`config.mk`:
```
export PLATFORM = sky130hd
export DESIGN_NAME = pwm_throttle_ramp
export DESIGN_NICKNAME = d
export VERILOG_FILES = /design/src/rtl/pwm_throttle_ramp.sv
export SDC_FILE = /design/constraint.sdc
export NUM_CORES = 1
export LEC_CHECK = 0
export ABC_AREA = 0
export CORE_ASPECT_RATIO = 1.4
export CORE_MARGIN = 2
export CORE_UTILIZATION = 41
export DETAILED_ROUTE_END_ITERATION = 12
export SLEW_MARGIN = 30
export SYNTH_ARGS = -nofsm -noshare
export SYNTH_HDL_FRONTEND = slang
export SYNTH_SLANG_ARGS = --single-unit
```
`constraint.sdc`:
```
create_clock -name clk -period 2.78 [get_ports clk]
set_input_delay 0.278 -clock clk [delete_from_list [all_inputs] [get_ports clk]]
set_output_delay 0.278 -clock clk [all_outputs]
set_load 0.02 [all_outputs]
```
`src/rtl/pwm_throttle_ramp.sv`:
```
// pwm_throttle_ramp
//   Converts flight-controller throttle commands into the duty value (0..DUTY_MAX percent)
//   that feeds pwm_generator. It runs an arm sequence, clamps commands to DUTY_MAX, and limits
//   the slew of duty_out to STEP per tick.
//
// Ports
//   clk        system clock
//   rst_n      asynchronous active-low reset
//   arm        level: 1 requests armed, 0 disarms immediately
//   cmd_valid  throttle command valid
//   cmd_ready  command accepted this cycle if valid (ARMED only)
//   cmd_duty   requested duty, percent
//   duty_out   registered duty to pwm_generator
//   armed      high in ARMED
//   at_target  duty_out equals the current target
//   clamped    one-cycle pulse after accepting a command above DUTY_MAX
module pwm_throttle_ramp #(
    parameter int unsigned DUTY_W    = 7,
    parameter int unsigned DUTY_MAX  = 100,
    parameter int unsigned STEP      = 2,
    parameter int unsigned TICK_DIV  = 532,
    parameter int unsigned ARM_TICKS = 50
) (
    input  logic              clk,
    input  logic              rst_n,
    input  logic              arm,
    input  logic              cmd_valid,
    output logic              cmd_ready,
    input  logic [DUTY_W-1:0] cmd_duty,
    output logic [DUTY_W-1:0] duty_out,
    output logic              armed,
    output logic              at_target,
    output logic              clamped
);

    localparam int unsigned CntW = (TICK_DIV > 1) ? $clog2(TICK_DIV) : 1;
    localparam int unsigned ArmW = (ARM_TICKS > 1) ? $clog2(ARM_TICKS + 1) : 1;

    localparam logic [CntW-1:0]   TickLast = CntW'(TICK_DIV - 1);
    localparam logic [ArmW-1:0]   ArmLast  = ArmW'(ARM_TICKS - 1);
    localparam logic [DUTY_W-1:0] DutyMax  = DUTY_W'(DUTY_MAX);
    localparam logic [DUTY_W-1:0] StepNar  = DUTY_W'(STEP);
    localparam logic [DUTY_W:0]   StepExt  = (DUTY_W + 1)'(STEP);

    typedef enum logic [1:0] {
        StDisarmed = 2'd0,
        StArming   = 2'd1,
        StArmed    = 2'd2
    } state_e;

    state_e            state_q, state_d;
    logic [CntW-1:0]   cnt_q, cnt_d;
    logic [ArmW-1:0]   arm_cnt_q, arm_cnt_d;
    logic [DUTY_W-1:0] duty_q, duty_d;
    logic [DUTY_W-1:0] target_q, target_d;
    logic              clamped_q, clamped_d;

    logic              tick;
    logic [DUTY_W:0]   duty_ext, tgt_ext, up_sum, down_floor;
    logic [DUTY_W-1:0] ramp_val;

    // Free-running tick divider, independent of state.
    assign tick  = (cnt_q == TickLast);
    assign cnt_d = tick ? '0 : cnt_q + 1'b1;

    // Slew step toward target_q, computed one bit wider so neither direction can wrap.
    always_comb begin
        duty_ext   = {1'b0, duty_q};
        tgt_ext    = {1'b0, target_q};
        up_sum     = duty_ext + StepExt;
        down_floor = tgt_ext + StepExt;
        ramp_val   = duty_q;
        if (duty_q < target_q) begin
            ramp_val = (up_sum >= tgt_ext) ? target_q : up_sum[DUTY_W-1:0];
        end else if (duty_q > target_q) begin
            // Only subtract when the result stays at or above target (hence >= STEP).
            ramp_val = (duty_ext >= down_floor) ? (duty_q - StepNar) : target_q;
        end
    end

    always_comb begin
        state_d   = state_q;
        arm_cnt_d = arm_cnt_q;
        duty_d    = duty_q;
        target_d  = target_q;
        clamped_d = 1'b0;
        unique case (state_q)
            StDisarmed: begin
                duty_d   = '0;
                target_d = '0;
                if (arm) begin
                    state_d   = StArming;
                    arm_cnt_d = '0;
                end
            end
            StArming: begin
                duty_d   = '0;
                target_d = '0;
                if (!arm) begin
                    state_d = StDisarmed;
                end else if (tick) begin
                    if (arm_cnt_q == ArmLast) begin
                        state_d = StArmed;
                    end else begin
                        arm_cnt_d = arm_cnt_q + 1'b1;
                    end
                end
            end
            StArmed: begin
                if (!arm) begin
                    // Emergency cut: no ramp-down, any concurrent command is dropped.
                    state_d  = StDisarmed;
                    duty_d   = '0;
                    target_d = '0;
                end else begin
                    // Ramp reads target_q, so a same-cycle transfer only affects later ticks.
                    if (tick) begin
                        duty_d = ramp_val;
                    end
                    if (cmd_valid) begin
                        target_d  = (cmd_duty > DutyMax) ? DutyMax : cmd_duty;
                        clamped_d = (cmd_duty > DutyMax);
                    end
                end
            end
            default: begin
                state_d  = StDisarmed;
                duty_d   = '0;
                target_d = '0;
            end
        endcase
    end

    always_ff @(posedge clk or negedge rst_n) begin
        if (!rst_n) begin
            state_q   <= StDisarmed;
            cnt_q     <= '0;
            arm_cnt_q <= '0;
            duty_q    <= '0;
            target_q  <= '0;
            clamped_q <= 1'b0;
        end else begin
            state_q   <= state_d;
            cnt_q     <= cnt_d;
            arm_cnt_q <= arm_cnt_d;
            duty_q    <= duty_d;
            target_q  <= target_d;
            clamped_q <= clamped_d;
        end
    end

    assign cmd_ready = (state_q == StArmed);
    assign armed     = (state_q == StArmed);
    assign duty_out  = duty_q;
    assign at_target = (duty_q == target_q);
    assign clamped   = clamped_q;

endmodule
```
==> results.json <==
{
  "outcome": "finished clean",
  "ys.flop_type": "dfrtp_1",
  "cp_num_cells": 7,
  "synthXorXnorAreaFrac": 0.0604,
  "htree_levels": 2,
  "dr.first_iter.drc_count": 111,
  "crit_slowest_cell": "dfrtp_1",
  "clock_skew_ns": 0.0101,
  "die_w_um": 69.5,
  "mostFrequentLayoutCell": "dfrtp_1",
  "wl_per_cell_um": 16.6,
  "first_pass_iters": 4,
  "finalHoldViolCount": 0,
  "crit_type": "reg2reg",
  "leakagePower_nw": 1.31,
  "post_cts_buffers": 0,
  "start_util": 0.423,
  "multiInputGateArea_um2": 1570,
  "cts_sinks": 33,
  "synth-edff-count": 0,
  "die_height_um": 95.7,
  "async_flop_share": 1.00,
  "grt_first_pass_wirelength_mm": 10.4,
  "rows": 33,
  "rr_startpoint": "target_q[5]",
  "maxSlewViolCount": 0,
  "ys_seq_elements": 33,
  "hold_path_class": "in2async",
  "syn2layout_area_growth_pct": 21.3,
  "ys_seq_area_frac": 0.335,
  "grt_pass1_vias": 2160,
  "path_delay_family": "compound AO/OA/AOI/OAI gates",
  "power_mw": 0.894,
  "max-vdd-ir-drop_mv": 0.314,
  "cts-root-buf": "clkbuf_8",
  "antenna_cells": 0,
  "internal_power_mw": 0.696,
  "rsz0062_at_grt": "false",
  "synth_top_area_frac": 0.335,
  "cpPeakStageDelay_ns": 0.51,
  "detail-route-antenna-nets": 0,
  "placedCellCount": 365,
  "antenna_found_initial": 0,
  "yosysWarnings": 0,
  "insertion_delay_ns": 0.29,
  "worstMarginPinSlew_ns": 0.705,
  "io_buffers": 21,
  "synth_top_area_cell": "dfrtp_1",
  "swShare": 0.221,
  "seqPwrFrac": 0.540,
  "synth_top_family_by_area": "simple AND/OR/NAND/NOR gates",
  "seq_area_um2": 828,
  "maxCapViolCount": 0,
  "cts.clk_slew.worst_paths_ns": 0.07,
  "layout.cells.non_filler": 372,
  "finalCritPeriodShare": 0.953,
  "start_kind": "register",
  "crit_start": "target_q[5]",
  "core_area_um2": 5820,
  "pin_count": 22,
  "synthAdderAreaFrac": 0.127,
  "crit_arrival_ns": 2.82,
  "cts_buffers": 5,
  "p_comb_frac": 0.046,
  "clock_path_buffers": 2,
  "syn_avg_cell_area_um2": 9.40,
  "drcViolationCount": 0,
  "max_freq_ghz": 0.377,
  "die_area_um2": 6650,
  "setup_tns_ns": 0,
  "hpwl_mm": 4.80,
  "worstPathCellList": "inv_1, ha_1, and3_4, a221oi_2, and2_1, o22ai_1, a221o_1",
  "synthDistinctLibCells": 55,
  "cts_tree": "yes",
  "yosys-top-cells-area": "dfrtp_1, ha_1, xnor2_1",
  "yosys.area_share.simple": 0.222,
  "grt_max_degree": 34,
  "drive_above_1_share": 0.156,
  "cp_max_fo": 8,
  "layout_common_cells": "dfrtp_1, ha_1, clkdlybuf4s50_1, buf_4, nand2_1",
  "maxSlewHeadroom": 0.530,
  "wirelength_mm": 6.18,
  "fin_util": 0.513,
  "syn-num-nets": 298,
  "cp-end-kind": "register",
  "vias": 2190,
  "grt.overflow.total": 0,
  "grt.total_usage": 0.199,
  "avgViaCountPerCell": 5.89,
  "r2r_slack_ns": 0.13,
  "timing.final.crit_period_ns": 2.65,
  "path_buf_inv": 1,
  "netlist_area_um2": 2460,
  "cp.required_ns": 2.95,
  "finalSetupViolCount": 0,
  "crit_end": "duty_out[1]",
  "nNetsFinal": 338,
  "r2r-end": "duty_out[1]",
  "synthCells": 262,
  "power.density_nw_per_um2": 299,
  "synthMuxAreaShare": 0.0188,
  "p_sw_mw": 0.198,
  "synth_compound_area_frac": 0.199,
  "nFillCells": 556,
  "reg2reg_depth": 7,
  "gp_congestion": 0.886,
  "power.share.clock": 0.414
}
## through the flow
step	cell area, um2	setup slack [ns]	hold slack, ns
after global routing	2990	0.0123	0.430
after detailed placement	2870	0.0608	0.479
final	2990	0.130	0.390
after CTS	2960	0.0226	0.413
after floorplan	2460	0.201	-0.0176
after global placement	2870	0.153	0.476
## cell type report
type | count | share of cell area
Multi-Input combinational cell | 208 | 0.527
Tap cell | 70 | 0.0293
Sequential cell | 33 | 0.277
Inverter | 12 | 0.0151
Timing Repair Buffer | 42 | 0.123
Clock buffer | 7 | 0.0289
## sequential cells by signal (all words and copies together), names as in the netlist
name / count
duty_out: 7
cnt_q: 10
state_q: 2
target_q: 7
arm_cnt_q: 6
clamped: 1
## metal layers
metal  vias to the layer above  part of all wire  track usage
met5                         -                 0            0
met4                         0             0.047        0.116
met3                        21             0.035       0.0325
met2                        57              0.51        0.353
met1                      1046              0.41        0.228
li1                       1066                 -            -
## kinds of logic (layout without fill, tap and decap cells)
kind of cell    count (synthesis)  in the layout
compound gates                 66             66
xor+xnor                       17             17
fa+ha+maj                      25             25
buf+inv                        21             61
flops                          33             33
mux                             4              4
simple gates                   96             96
## timing repair
item | 4_1_cts | 5_1_grt
endpoints found under the hold margin | 0 | 0
setup endpoints to repair | 0 | 7
gates resized for setup | 0 | 10
hold buffers | 0 | 0
## power by group through the flow
stage	Sequential (mW)	Combinational [mW]	Clock, mW
after floorplan	0.490	0.0149	0
after global placement	0.492	0.0426	0
after detailed placement	0.492	0.0425	0
after CTS	0.483	0.0426	0.386
after global routing	0.483	0.0469	0.402
final	0.483	0.0411	0.370
## worst min-delay path by stage
stage                        start           end  slack, ns
after floorplan              rst_n  arm_cnt_q[0]      -0.02
after global placement    cnt_q[0]      cnt_q[0]       0.48
after detailed placement  cnt_q[0]      cnt_q[0]       0.48
after CTS                    rst_n      cnt_q[8]       0.41
after global routing         rst_n      cnt_q[8]       0.43
final                        rst_n      cnt_q[8]       0.39
## Yosys cell counts, types with 2 or more instances
library cell   n
o22ai_1        2
dfrtp_1       33
o221a_2        2
o2111ai_1      2
o41ai_1        2
nand3_2        2
nor2_1        13
a22o_1         4
a21o_1         6
and3_1         4
nor4b_1        2
nand4_1        6
xor2_1         4
or3_1          2
nor2b_1        5
a211o_1        3
a2111oi_0      3
or2_2          2
and2_1         4
nand2_1       18
nand2b_1       7
nand4b_1       2
a21boi_0       2
xnor2_1       13
a31oi_1        3
buf_2          3
buf_4          3
o211ai_1       2
o21ai_0        8
inv_1         12
nand3_1       14
a221o_1        3
ha_1          25
clkbuf_1       3
mux2i_1        2
a21oi_1       12
nor3_1         8
o21a_1         3
o2111a_1       2
(Power assumes the default switching activity.)
